[config.mk]
export PLATFORM = sky130hd
export DESIGN_NAME = coin_credit_accumulator
export DESIGN_NICKNAME = d
export VERILOG_FILES = /design/src/rtl/coin_credit_accumulator.sv
export SDC_FILE = /design/constraint.sdc
export NUM_CORES = 1
export LEC_CHECK = 0
export CORE_ASPECT_RATIO = 0.5
export CORE_MARGIN = 3
export CORE_UTILIZATION = 30
export DETAILED_ROUTE_END_ITERATION = 7
export MAX_ROUTING_LAYER = met4
export PLACE_DENSITY = 0.58
export SLEW_MARGIN = 20
export SYNTH_ARGS = -nofsm -noshare
export SYNTH_HDL_FRONTEND = slang
export SYNTH_SLANG_ARGS = --single-unit
export TNS_END_PERCENT = 50
[constraint.sdc]
create_clock -name clk -period 5 [get_ports clk]
set_clock_uncertainty 0.15 [all_clocks]
set_input_delay 1.25 -clock clk [delete_from_list [all_inputs] [get_ports clk]]
set_output_delay 1.25 -clock clk [all_outputs]
set_load 0.05 [all_outputs]
[src/rtl/coin_credit_accumulator.sv]
// Coin credit accumulator: takes coins up to a 40-unit cap, serves vend
// requests against the stored credit, and hands the balance to the hopper
// on cancel. Every output comes straight from a flop.
module coin_credit_accumulator (
  input  logic       clk,
  input  logic       reset,
  input  logic       coin_valid,
  input  logic [2:0] coin_code,
  output logic       coin_accept,
  output logic       coin_reject,
  output logic [5:0] credit,
  input  logic       vend_req,
  input  logic [5:0] price,
  output logic       vend_grant,
  output logic       vend_deny,
  input  logic       cancel,
  output logic       refund_valid,
  output logic [5:0] refund_units,
  input  logic       refund_ack,
  output logic       busy
);

  typedef enum logic [1:0] {IDLE, CREDIT, REFUND} state_t;

  localparam logic [6:0] CAP = 7'd40;

  state_t     state_q, state_d;
  logic [5:0] credit_q, credit_d;
  logic [5:0] refund_units_q, refund_units_d;
  logic       refund_valid_q, refund_valid_d;
  logic       coin_accept_q, coin_accept_d;
  logic       coin_reject_q, coin_reject_d;
  logic       vend_grant_q, vend_grant_d;
  logic       vend_deny_q, vend_deny_d;
  logic       busy_q, busy_d;

  logic [2:0] coin_val;
  logic [6:0] coin_sum;
  logic       vend_blocked;

  // Decode denomination; zero value marks an invalid code.
  always_comb begin
    coin_val = 3'd0;
    case (coin_code)
      3'b001:  coin_val = 3'd1;
      3'b010:  coin_val = 3'd2;
      3'b011:  coin_val = 3'd4;
      default: coin_val = 3'd0;
    endcase
  end

  // Widened so the cap compare never sees a wrapped sum.
  assign coin_sum = {1'b0, credit_q} + {4'b0, coin_val};
  // A held vend_req is still high while its own response pulse is out;
  // skipping that cycle prevents a second deduction.
  assign vend_blocked = vend_grant_q | vend_deny_q;

  // Next-state and registered-output logic, priority cancel > coin > vend.
  always_comb begin
    state_d        = state_q;
    credit_d       = credit_q;
    refund_units_d = refund_units_q;
    refund_valid_d = refund_valid_q;
    coin_accept_d  = 1'b0;
    coin_reject_d  = 1'b0;
    vend_grant_d   = 1'b0;
    vend_deny_d    = 1'b0;
    case (state_q)
      REFUND: begin
        coin_reject_d = coin_valid;
        vend_deny_d   = vend_req & ~vend_blocked;
        if (refund_ack) begin
          credit_d       = 6'd0;
          refund_valid_d = 1'b0;
          state_d        = IDLE;
        end
      end
      default: begin
        if (cancel && credit_q != 6'd0) begin
          // Coin on the same edge goes back; vend waits for the next cycle.
          state_d        = REFUND;
          refund_valid_d = 1'b1;
          refund_units_d = credit_q;
          coin_reject_d  = coin_valid;
        end else if (coin_valid) begin
          if (coin_val != 3'd0 && coin_sum <= CAP) begin
            coin_accept_d = 1'b1;
            credit_d      = coin_sum[5:0];
          end else begin
            coin_reject_d = 1'b1;
          end
        end else if (vend_req && !vend_blocked) begin
          if (price != 6'd0 && credit_q >= price) begin
            vend_grant_d = 1'b1;
            credit_d     = credit_q - price;
          end else begin
            vend_deny_d  = 1'b1;
          end
        end
        if (state_d != REFUND)
          state_d = (credit_d == 6'd0) ? IDLE : CREDIT;
      end
    endcase
    busy_d = (state_d == REFUND);
  end

  // State and output registers; synchronous reset clears everything.
  always_ff @(posedge clk) begin
    if (reset) begin
      state_q        <= IDLE;
      credit_q       <= 6'd0;
      refund_units_q <= 6'd0;
      refund_valid_q <= 1'b0;
      coin_accept_q  <= 1'b0;
      coin_reject_q  <= 1'b0;
      vend_grant_q   <= 1'b0;
      vend_deny_q    <= 1'b0;
      busy_q         <= 1'b0;
    end else begin
      state_q        <= state_d;
      credit_q       <= credit_d;
      refund_units_q <= refund_units_d;
      refund_valid_q <= refund_valid_d;
      coin_accept_q  <= coin_accept_d;
      coin_reject_q  <= coin_reject_d;
      vend_grant_q   <= vend_grant_d;
      vend_deny_q    <= vend_deny_d;
      busy_q         <= busy_d;
    end
  end

  assign coin_accept  = coin_accept_q;
  assign coin_reject  = coin_reject_q;
  assign credit       = credit_q;
  assign vend_grant   = vend_grant_q;
  assign vend_deny    = vend_deny_q;
  assign refund_valid = refund_valid_q;
  assign refund_units = refund_units_q;
  assign busy         = busy_q;

endmodule

; Yosys cells after proc, flatten, opt, wreduce, memory -nomap -nowiden
; Cells that the tools add are included.
[totals]
regBits = 20
input_bits = 15
out_inout_bits = 18
word_cells = 69
[classes]
n_addsub = 2
n_lt_le_gt_ge = 2
n_eq_ne = 7
mux = 29
n_bitwise = 6
reduce_logical = 14
[op_table]
columns = op, n
row1 = two-way mux 6 bit, 8
row2 = two-way mux 1 bit, 15
row3 = nonzero test 6 bit, 2
row4 = two-way mux 2 bit, 5
row5 = case mux 3 bit (3 select lines), 1
row6 = adder 6 x 3 -> 7 bit, 1
row7 = "less-or-equal comparator 7 x 6 -> 1 bit, second input constant", 1
row8 = "equality test 3 x 2 -> 1 bit, second input constant", 2
row9 = >= comparator 6 bit, 1
row10 = logical NOT 6 bit, 1
row11 = subtractor 6 bit, 1
row12 = OR reduction 5 bit, 1
row13 = "equality test 2 bit, second input constant", 2
row14 = logical AND 1 bit, 4
row15 = "!= test 2 bit, second input constant", 2
row16 = inverter 1 bit, 4
row17 = AND reduction 2 bit, 2
row18 = OR reduction 4 bit, 1
row19 = "equality test 3 x 1 -> 1 bit, second input constant", 1
row20 = nonzero test 3 bit, 1
row21 = nonzero test 2 bit, 1
row22 = bitwise AND 1 bit, 1
row23 = logical NOT 1 bit, 1
row24 = OR 1 bit, 1

; Logic depth before layout (Yosys ltp)
; Gate-level depths: netlist (run 1).
[depth]
word_depth = 14
mapped_depth = 11
ltp_nobuf = 11

; Worst setup path after synthesis (run 1)
; No wires, ideal clock.
[synth_path]
path_kind = input-to-reg
start = input coin_code[0]
end = register state_q[0]
setup_time_ns = 0.142
arrival_time_ns = 3.720
required_ns = 4.708
setup_slack_ns = 0.988
cell_stages = 11
path_buffers = 0
path_cell_list = nor3b_1 -> ha_1 -> fa_1 -> xor2_1 -> nor3_1 -> nor2_1 -> o311a_1 -> or3_1 -> o311a_1 -> a2111oi_2 -> a31oi_1
[synth_via]
elab_chain_cells = 13
elab_cells_between_ends = 16
cone_classes = add/sub (1) / order compare (1) / eq/ne (3) / mux (8) / reduce/logical (3)
[synth_rtl]
columns = element, line
row1 = from (decl), 8  ; input logic [2:0] coin_code,
row2 = equality test 3 x 2 -> 1 bit or equality test 3 x 1 -> 1 bit (tied branches), 44  ; case (coin_code)
row3 = case mux 3 bit (3 select lines) (*), 44
row4 = adder 6 x 3 -> 7 bit, 53  ; assign coin_sum = {1'b0, credit_q} + {4'b0, coin_val};
row5 = less-or-equal comparator 7 x 6 -> 1 bit, 86  ; if (coin_val != 3'd0 && coin_sum <= CAP) begin
row6 = logical AND 1 bit, 86
row7 = two-way mux 6 bit (*), 86
row8 = two-way mux 6 bit (*), 85  ; end else if (coin_valid) begin
row9 = two-way mux 6 bit (*), 79  ; if (cancel && credit_q != 6'd0) begin
row10 = two-way mux 6 bit (*), 68  ; case (state_q)
row11 = logical NOT 6 bit (*), 101  ; state_d = (credit_d == 6'd0) ? IDLE : CREDIT;
row12 = two-way mux 1 bit (*), 101
row13 = two-way mux 2 bit (*), 100  ; if (state_d != REFUND)
row14 = two-way mux 2 bit (*), 68
row15 = to (signal assigned), 120  ; state_q <= state_d;
row16 = to (decl), 27  ; state_t state_q, state_d;
; Mark *: on every way between the ends. The rest lies on a longest branch, timed or not. The select of a mux whose other input is x is not followed.
; A chain may end at the register's enable or synchronous reset.

; Final worst setup path (run 1)
; Same ends and word-level chain as after synthesis.

==> metrics, run 1 <==
Final Hold Viols=0; Clk pwr share=0.194; core footprint=4640 um^2; Clock transition at path regs=0.07 ns; Synth Area per Inst=7.74 um^2; CP arrival=4.48 ns; Max VDD drop=0.000107 V; Buf/Inv on CP=1; 1st-pass router iterations=4; largest net degree at the start of global routing=19; internal power=0.000319 W; Worst path depth=12; vias in the first global route=1390; TritonCTS Buffers=3; area growth from synthesis to layout=26.8%; Port Buffers=32; final worst-path cycle share=0.904; Die Y=56.4 um; Post-Syn Nets=223; initial core utilization=0.329; Clock H-tree levels=1; post_cts resized=0; drt total wl=4350 um; # DRC=0; CTS Hold Buffers Added=0; number of synthesized register bits=20; final setup vio count=0; Post-synth EDFFs=0; Max-cap violations=0; crit path time final=4.52 ns; Antenna Diode Count=0; Placer Congestion=0.906; count of different cell masters after synthesis=45; critical path endpoint category=flop; post-route ant nets=0; setup tns final=0 ns; Cell Pwr Density=275 nW/um^2; RSZ-0062 raised after global routing=false; die area=6020 um^2; Logic pwr share=0.437; CP max stage cell=clkdlybuf4s50_1; buffer depth of the longest clock path=2; Vias=1523; Total GRT Usage=0.151; FILL cells=511; CTS tree=done; type of the worst min-delay path=flop to flop; vias per inst=5.25; switching share of total power=0.401; initial antenna violation count=0; Most used DFF post-synth=dfxtp_1; status=completed; Sink Count=20; r2r worst-path depth=10; Setup CP Type=input pin to flop; Leak Pwr=0.770 nW; cell count of the worst hold path=2; Worst-Margin Slew=0.664 ns; worst endpoint required time=4.96 ns; drt wl/cell=15.0 um; YS warnings=0; crit-path most repeated cell=o311a_1; Final Max Tran Viols=0; total grt overflow=0; Cell Area, Synth=1520 um^2; net switching power=0.000214 W; Ports=33; Iter 0 DRT Violations=124; Top Family by Delay on Critical Path=compound AO/OA/AOI/OAI gates; ys async rst share=0; crit-path max FO=9; CTS root buf=clkbuf_8; worst path cell trace=clkdlybuf4s50_1 > nor3b_1 > ha_1 > fa_1 > xor2_1 > nor3_1 > nor2_1 > o311a_1 > or3_1 > o311a_1 > a2111oi_2 > a31oi_1; die span in x=107 um; Largest stage delay, worst path=0.45 ns; buffer count from post-CTS setup fixing=0; Flop pwr share=0.369; Rel. slew slack=0.557; Max Freq=221 MHz; Startpoint Class=input pin; share of layout cells above drive strength 1=0.0402; Nets=252; latest clock arrival within the worst-skew pair=0.25 ns; hold slack final=0.306 ns; first-pass GRT wire length=7180 um; # rows=17; sequential element share of the synthesized area=0.263; hpwl dp=3420 um; Syn Inst Count=197
through the flow:
stage | worst slack (ns) | util | total power (W) | area (um^2) | instances
final | 0.482 | 0.417 | 0.000532 | 1930 | 290
after detailed placement | 0.265 | 0.408 | 0.000429 | 1890 | 287
after global routing | 0.302 | 0.417 | 0.000566 | 1930 | 290
after global placement | 0.346 | 0.408 | 0.000429 | 1890 | 287
after floorplan | 0.988 | - | 0.000363 | 1520 | 197
after CTS | 0.522 | 0.417 | 0.000534 | 1930 | 290
sequential cells by signal, summed over array words and instances (netlist names):
name and cells:
refund_units 6, coin_accept 1, vend_grant 1, coin_reject 1, state_q 2, vend_deny 1, refund_valid 1, busy 1
credit 6
cell type report:
cell class / instances / area, um^2 / area share
Tap cell: 66 / 82.6 / 0.0427
Clock buffer: 3 / 41.3 / 0.0214
Inverter: 10 / 37.5 / 0.0194
Sequential cell: 20 / 400 / 0.207
Multi-Input combinational cell: 158 / 1040 / 0.540
Timing Repair Buffer: 33 / 328 / 0.170
worst reg2reg max path, cell delays in order (launching register included):
cell     delay, ns
dfxtp_1       0.50
inv_1         0.15
ha_1          0.25
fa_1          0.44
a31oi_1       0.25
o41a_1        0.18
nand4_1       0.40
nor3_1        0.47
o22ai_1       0.17
or3_1         0.37
a21oi_1       0.15
power groups by stage:
stage	Combinational [W]	Clock, W	Sequential, W
after floorplan	0.000135	0	0.000227
after global placement	0.000229	0	0.000199
after detailed placement	0.000229	0	0.000200
after CTS	0.000231	0.000107	0.000196
after global routing	0.000253	0.000114	0.000199
final	0.000232	0.000103	0.000196
synthesized netlist by cell type (4+ instances only):
cell      instances  share of area
a21o_1            5          0.025
a21oi_1          19          0.062
clkbuf_1          6          0.015
dfxtp_1          20           0.26
ha_1              9          0.074
inv_1            10          0.025
mux2i_1           6          0.039
nand2_1          24          0.059
nand2b_1          6          0.025
nand3b_1          4          0.020
nor2_1           17          0.042
nor3_1           11          0.036
nor3b_1           4          0.020
o211ai_1          4          0.020
o21ai_0           4          0.013
placed cells by master, fill, tap and decap left out, drive strengths merged, types with 2 or more instances in the layout:
cell            n
or3b            2
o211ai          4
a21oi          19
clkdlybuf4s50  32
nor4            3
xnor2           3
mux2i           6
dfxtp          20
nand2          25
inv            10
nand4           2
fa              2
nor2           18
a31oi           3
o31ai           2
xor2            2
nand2b          6
o311a           2
nor3           11
nor3b           4
clkbuf          3
ha              9
a21o            5
or3             3
nand3b          4
o21ai           4
or4             2
o21a            3
path summary, 6_finish.rpt:
| path | startpoint | endpoint | slack [ns] |
|---|---|---|---|
| max | coin_code[0] | state_q[0] | 0.48 |
| max reg2reg | credit[0] | credit[5] | 1.44 |
| min reg2reg | refund_units[4] | refund_units[4] | 0.31 |
| min | refund_units[4] | refund_units[4] | 0.31 |
cell families (layout without fill, tap and decap cells):
group / count (synthesis) / in the layout / share of synthesized area
flops: 20 / 20 / 0.263
simple gates: 84 / 84 / 0.286
compound gates: 52 / 52 / 0.230
mux: 6 / 6 / 0.0394
xor+xnor: 5 / 5 / 0.0287
fa+ha+maj: 11 / 11 / 0.100
buf+inv: 19 / 46 / 0.0534
per-layer routing:
| metal | share of wire | routed length [um] | vias to the layer above | GRT usage |
|---|---|---|---|---|
| met1 | 0.53 | 2310 | 698 | 0.231 |
| met3 | 0.071 | 309 | 2 | 0.0321 |
| met5 | 0 | 0 | - | - |
| li1 | - | - | 768 | - |
| met4 | 0.0018 | 8 | 0 | 0.0146 |
| met2 | 0.40 | 1720 | 55 | 0.206 |
No activity file was read; power rests on OpenSTA's default activity.
==> run 2, diff against run 1 <==
- PLACE_DENSITY: 0.58 -> 0.48
==> metrics, run 2 (synthesis results as in run 1) <==
Iter 0 DRT Violations=54 (-56%); Antenna Diode Count=0 (unchanged); post_cts resized=0 (unchanged); Final Max Tran Viols=0 (unchanged); Port Buffers=32 (unchanged); worst path cell trace=clkdlybuf4s50_1 > nor3b_1 > ha_1 > a21o_1 > nand4_1 > mux2i_1 > o311a_1 > nor3_1 > o311a_1 > a2111oi_2 > a31oi_1; Largest stage delay, worst path=0.51 ns (+0.06 ns); Max VDD drop=0.000146 V (+37%); Max-cap violations=0 (unchanged); Worst-Margin Slew=0.746 ns (+0.0823 ns); die span in x=107 um (unchanged); Cell Pwr Density=276 nW/um^2 (+0.16%); Setup CP Type=input pin to flop; Die Y=56.4 um (unchanged); vias per inst=5.22 (-0.53%); largest net degree at the start of global routing=19 (unchanged); RSZ-0062 raised after global routing=false; FILL cells=515 (+0.78%); Max Freq=221 MHz (-0.20%); DP Cell Count=287 (unchanged); Total GRT Usage=0.160 (+0.00989); crit path time final=4.53 ns (+0.00896 ns); hold_sp=refund_units[4]; buffer count from post-CTS setup fixing=0 (unchanged); crit-path max FO=9 (unchanged); worst reg2reg startpoint=credit[0]; CTS tree=done; Placer Congestion=0.932 (+2.8%); worst endpoint required time=4.98 ns (+0.02 ns); 1st-pass router iterations=4 (unchanged); die area=6020 um^2 (unchanged); status=completed; Register Area=400 um^2 (unchanged); Startpoint Class=input pin; CP max stage cell=clkdlybuf4s50_1; drt total wl=4600 um (+6.0%); # rows=17 (unchanged); critical path endpoint category=flop; post-route ant nets=0 (unchanged); Clock H-tree levels=1 (unchanged); Worst path depth=11 (-1); # DRC=0 (unchanged); Vias=1515 (-0.53%); setup tns final=0 ns (unchanged); register-to-register setup slack=1.47 ns (+0.03 ns); Buf/Inv on CP=1 (unchanged); cell count of the worst hold path=2 (unchanged); final setup vio count=0 (unchanged); Sink Count=20 (unchanged); Worst R2R End=credit[5]; Ports=33 (unchanged); initial core utilization=0.329 (unchanged); type of the worst min-delay path=flop to flop; Rel. slew slack=0.502 (-0.0549); worst hold endpoint=refund_units[4]; first-pass GRT wire length=7630 um (+6.3%); final worst-path cycle share=0.905 (+0.00179); TritonCTS Buffers=3 (unchanged); leading cell type in the layout, fill and taps excluded=clkdlybuf4s50_1; top sig layer=met4; critical path startpoint=coin_code[1]; vias in the first global route=1449 (+4.2%); latest clock arrival within the worst-skew pair=0.25 ns (about the same); initial antenna violation count=0 (unchanged); CTS root buf=clkbuf_8; share of layout cells above drive strength 1=0.0402 (unchanged); Nets=252 (unchanged); Top Family by Delay on Critical Path=compound AO/OA/AOI/OAI gates; met2 routed WL=1830 um (+6.7%); Final Hold Viols=0 (unchanged); drt wl/cell=15.9 um (+6.0%); buffer depth of the longest clock path=2 (unchanged); area growth from synthesis to layout=26.8% (unchanged); Finished Layout Cells=290 (unchanged); total grt overflow=0 (unchanged); CP arrival=4.51 ns (+0.03 ns); r2r worst-path depth=10 (unchanged); hpwl dp=3480 um (+1.8%); area of the multi-input gates=1040 um^2 (unchanged); core footprint=4640 um^2 (unchanged); Leak Pwr=0.769 nW (-0.15%); M1 WL=2430 um (+5.2%); CTS Hold Buffers Added=0 (unchanged); crit-path most repeated cell=o311a_1; commonest non-fill, non-tap cells in the layout=clkdlybuf4s50_1 (32), nand2_1 (24), dfxtp_1 (20), a21oi_1 (19), nor2_1 (17); Clock transition at path regs=0.07 ns (about the same); met3 wire length=315 um (+1.9%)
==> run 2: worst max-delay path by stage <==
stage,to,slack [ns]
after detailed placement,state_q[0],0.27
after floorplan,state_q[0],0.99
after global placement,state_q[0],0.32
final,state_q[0],0.47
after CTS,state_q[0],0.51
after global routing,state_q[0],0.24
==> run 2: metal layers <==
metal,GRT usage,vias up
li1,-,770
met1,0.243,684
met2,0.223,57
met3,0.0310,4
met4,0.0219,0
met5,-,-
==> run 2: cell type report <==
cell class / count / area share
Timing Repair Buffer: 33 / 0.170
Clock buffer: 3 / 0.0214
Inverter: 10 / 0.0194
Tap cell: 66 / 0.0427
Sequential cell: 20 / 0.207
Multi-Input combinational cell: 158 / 0.540
==> run 2: stage by stage <==
step | hold WS [ns] | cell area, um^2 | power, W | utilization | worst slack (ns)
2_1_floorplan | 0.521 | 1520 | 0.000363 | - | 0.988
3_3_place_gp | 0.296 | 1890 | 0.000434 | 0.408 | 0.322
3_5_place_dp | 0.299 | 1890 | 0.000433 | 0.408 | 0.267
4_1_cts | 0.309 | 1930 | 0.000538 | 0.417 | 0.513
5_1_grt | 0.323 | 1930 | 0.000570 | 0.417 | 0.240
6_report | 0.307 | 1930 | 0.000533 | 0.417 | 0.473
==> run 2: report_power, final <==
group,switching [W],internal (W)
clock,0.0000484,0.0000535
sequential,0.0000237,0.000174
combinational,0.000143,0.0000902
total,0.000215,0.000318
==> run 2: worst reg2reg max path, cell delays in order, from the launching register on <==
cell	delay (ns)
dfxtp_1	0.52
inv_1	0.18
ha_1	0.26
fa_1	0.42
a31oi_1	0.22
o41a_1	0.18
nand4_1	0.39
nor3_1	0.43
o22ai_1	0.18
or3_1	0.39
a21oi_1	0.14
==> run 3, diff against run 2 <==
- CORE_ASPECT_RATIO: 0.5 -> 1.25
==> metrics, run 3 (synthesis results as in run 1) <==
status=completed; # rows=28 (+11); TritonCTS Buffers=3 (unchanged); Setup CP Type=input pin to flop; Sink Count=20 (unchanged); crit path time final=4.54 ns (+0.00886 ns); grt met2 use=0.259 (+0.0360); Die Y=85.7 um (+52%); leading cell type in the layout, fill and taps excluded=clkdlybuf4s50_1; Max-cap violations=0 (unchanged); type of the worst min-delay path=flop to flop; share of layout cells above drive strength 1=0.0402 (unchanged); Leak Pwr=0.772 nW (+0.39%); r2r worst-path depth=10 (unchanged); Max VDD drop=0.000180 V (+24%); post-route ant nets=0 (unchanged); hold slack final=0.304 ns (-0.00292 ns); register-to-register setup slack=1.51 ns (+0.04 ns); drt wl/cell=15.3 um (-3.7%); first-pass GRT wire length=7270 um (-4.8%); Worst R2R End=credit[5]; busiest grt layer=met2; FILL cells=508 (-1.4%); CTS root buf=clkbuf_8; post_cts resized=0 (unchanged); Cell Pwr Density=284 nW/um^2 (+2.8%); hold_sp=refund_units[2]; CP arrival=4.50 ns (about the same); CTS Hold Buffers Added=0 (unchanged); worst endpoint required time=4.96 ns (-0.02 ns); Vias=1520 (+0.33%); Clock transition at path regs=0.07 ns (about the same); # DRC=0 (unchanged); cell count of the worst hold path=2 (unchanged); worst reg2reg startpoint=credit[0]; Rel. slew slack=0.542 (+0.0403); Clock H-tree levels=1 (unchanged); die area=5980 um^2 (-0.78%); Antenna Diode Count=0 (unchanged); Startpoint Class=input pin; RSZ-0062 raised after global routing=false; Max Freq=220 MHz (-0.20%); total grt overflow=0 (unchanged); hpwl dp=3390 um (-2.6%); final worst-path cycle share=0.907 (+0.00177); DP Cell Count=280 (-2.4%); crit-path max FO=9 (unchanged); core footprint=4830 um^2 (+4.3%); setup tns final=0 ns (unchanged); Iter 0 DRT Violations=47 (-13%); vias in the first global route=1521 (+5.0%); met1 Use GR=0.194 (-0.0486); CTS tree=done; drt total wl=4340 um (-5.7%); 1st-pass router iterations=4 (unchanged); Total GRT Usage=0.154 (-0.00643); buffer depth of the longest clock path=2 (unchanged); initial core utilization=0.315 (-0.0134); die span in x=69.8 um (-35%); largest net degree at the start of global routing=19 (unchanged); GR Util met3=0.0293 (-0.00169); Final Max Tran Viols=0 (unchanged); vias per inst=5.35 (+2.4%); Placer Congestion=0.976 (+4.8%); initial antenna violation count=0 (unchanged); commonest non-fill, non-tap cells in the layout=clkdlybuf4s50_1 (32), nand2_1 (24), dfxtp_1 (20), a21oi_1 (19), nor2_1 (17); worst hold endpoint=refund_units[2]; latest clock arrival within the worst-skew pair=0.25 ns (about the same); Nets=251 (-0.40%); buffer count from post-CTS setup fixing=0 (unchanged); Ports=33 (unchanged); Finished Layout Cells=284 (-2.1%); final setup vio count=0 (unchanged); critical path endpoint category=flop; area growth from synthesis to layout=26.7% (about the same); Final Hold Viols=0 (unchanged); Worst-Margin Slew=0.685 ns (-0.0610 ns); Port Buffers=32 (unchanged)
## run 3: layout make-up
type                    count  area, um^2  share of cell area
inverters                  10        37.5              0.0194
repair buffers             32         320               0.166
well taps                  60        75.1              0.0389
flip-flops and latches     20         400               0.207
clock buffers               4        55.1              0.0285
multi-input cells         158        1040               0.540
## run 3: how the worst max path moves through the flow
stage | from | to | slack (ns) | cells past startpoint
final | coin_code[0] | state_q[0] | 0.46 | 12
after detailed placement | coin_code[0] | state_q[0] | 0.18 | 12
after floorplan | coin_code[0] | state_q[0] | 0.99 | 11
after global placement | coin_code[1] | state_q[0] | 0.34 | 11
after CTS | coin_code[0] | state_q[0] | 0.45 | 12
after global routing | coin_code[0] | state_q[0] | 0.16 | 12
## run 3: worst max-delay path: stages
cell	delay, ns
clkdlybuf4s50_1	0.46
nor3b_1	0.17
ha_1	0.20
fa_1	0.43
xor2_1	0.19
nor3_1	0.31
nor2_1	0.07
o311a_1	0.40
nor3_1	0.34
o211ai_1	0.22
a2111oi_2	0.32
a31oi_1	0.13
## run 3: power by group
part / switching (W) / total (W) / internal [W]
Clock: 0.0000524 / 0.000122 / 0.0000700
Sequential: 0.0000226 / 0.000197 / 0.000174
Combinational: 0.000139 / 0.000228 / 0.0000891
## run 3: routing by layer
| layer | up-vias | wire [um] |
|---|---|---|
| met4 | 0 | 51 |
| met1 | 725 | 2070 |
| li1 | 768 | - |
| met2 | 23 | 2110 |
| met3 | 4 | 102 |
| met5 | - | 0 |
## run 3: per-stage QoR
step	worst slack (ns)	utilization	power (W)	area [um^2]
after global placement	0.336	0.388	0.000427	1880
after global routing	0.164	0.399	0.000582	1930
after detailed placement	0.177	0.388	0.000429	1880
after floorplan	0.988	-	0.000363	1520
after CTS	0.449	0.399	0.000552	1930
final	0.464	0.399	0.000548	1930
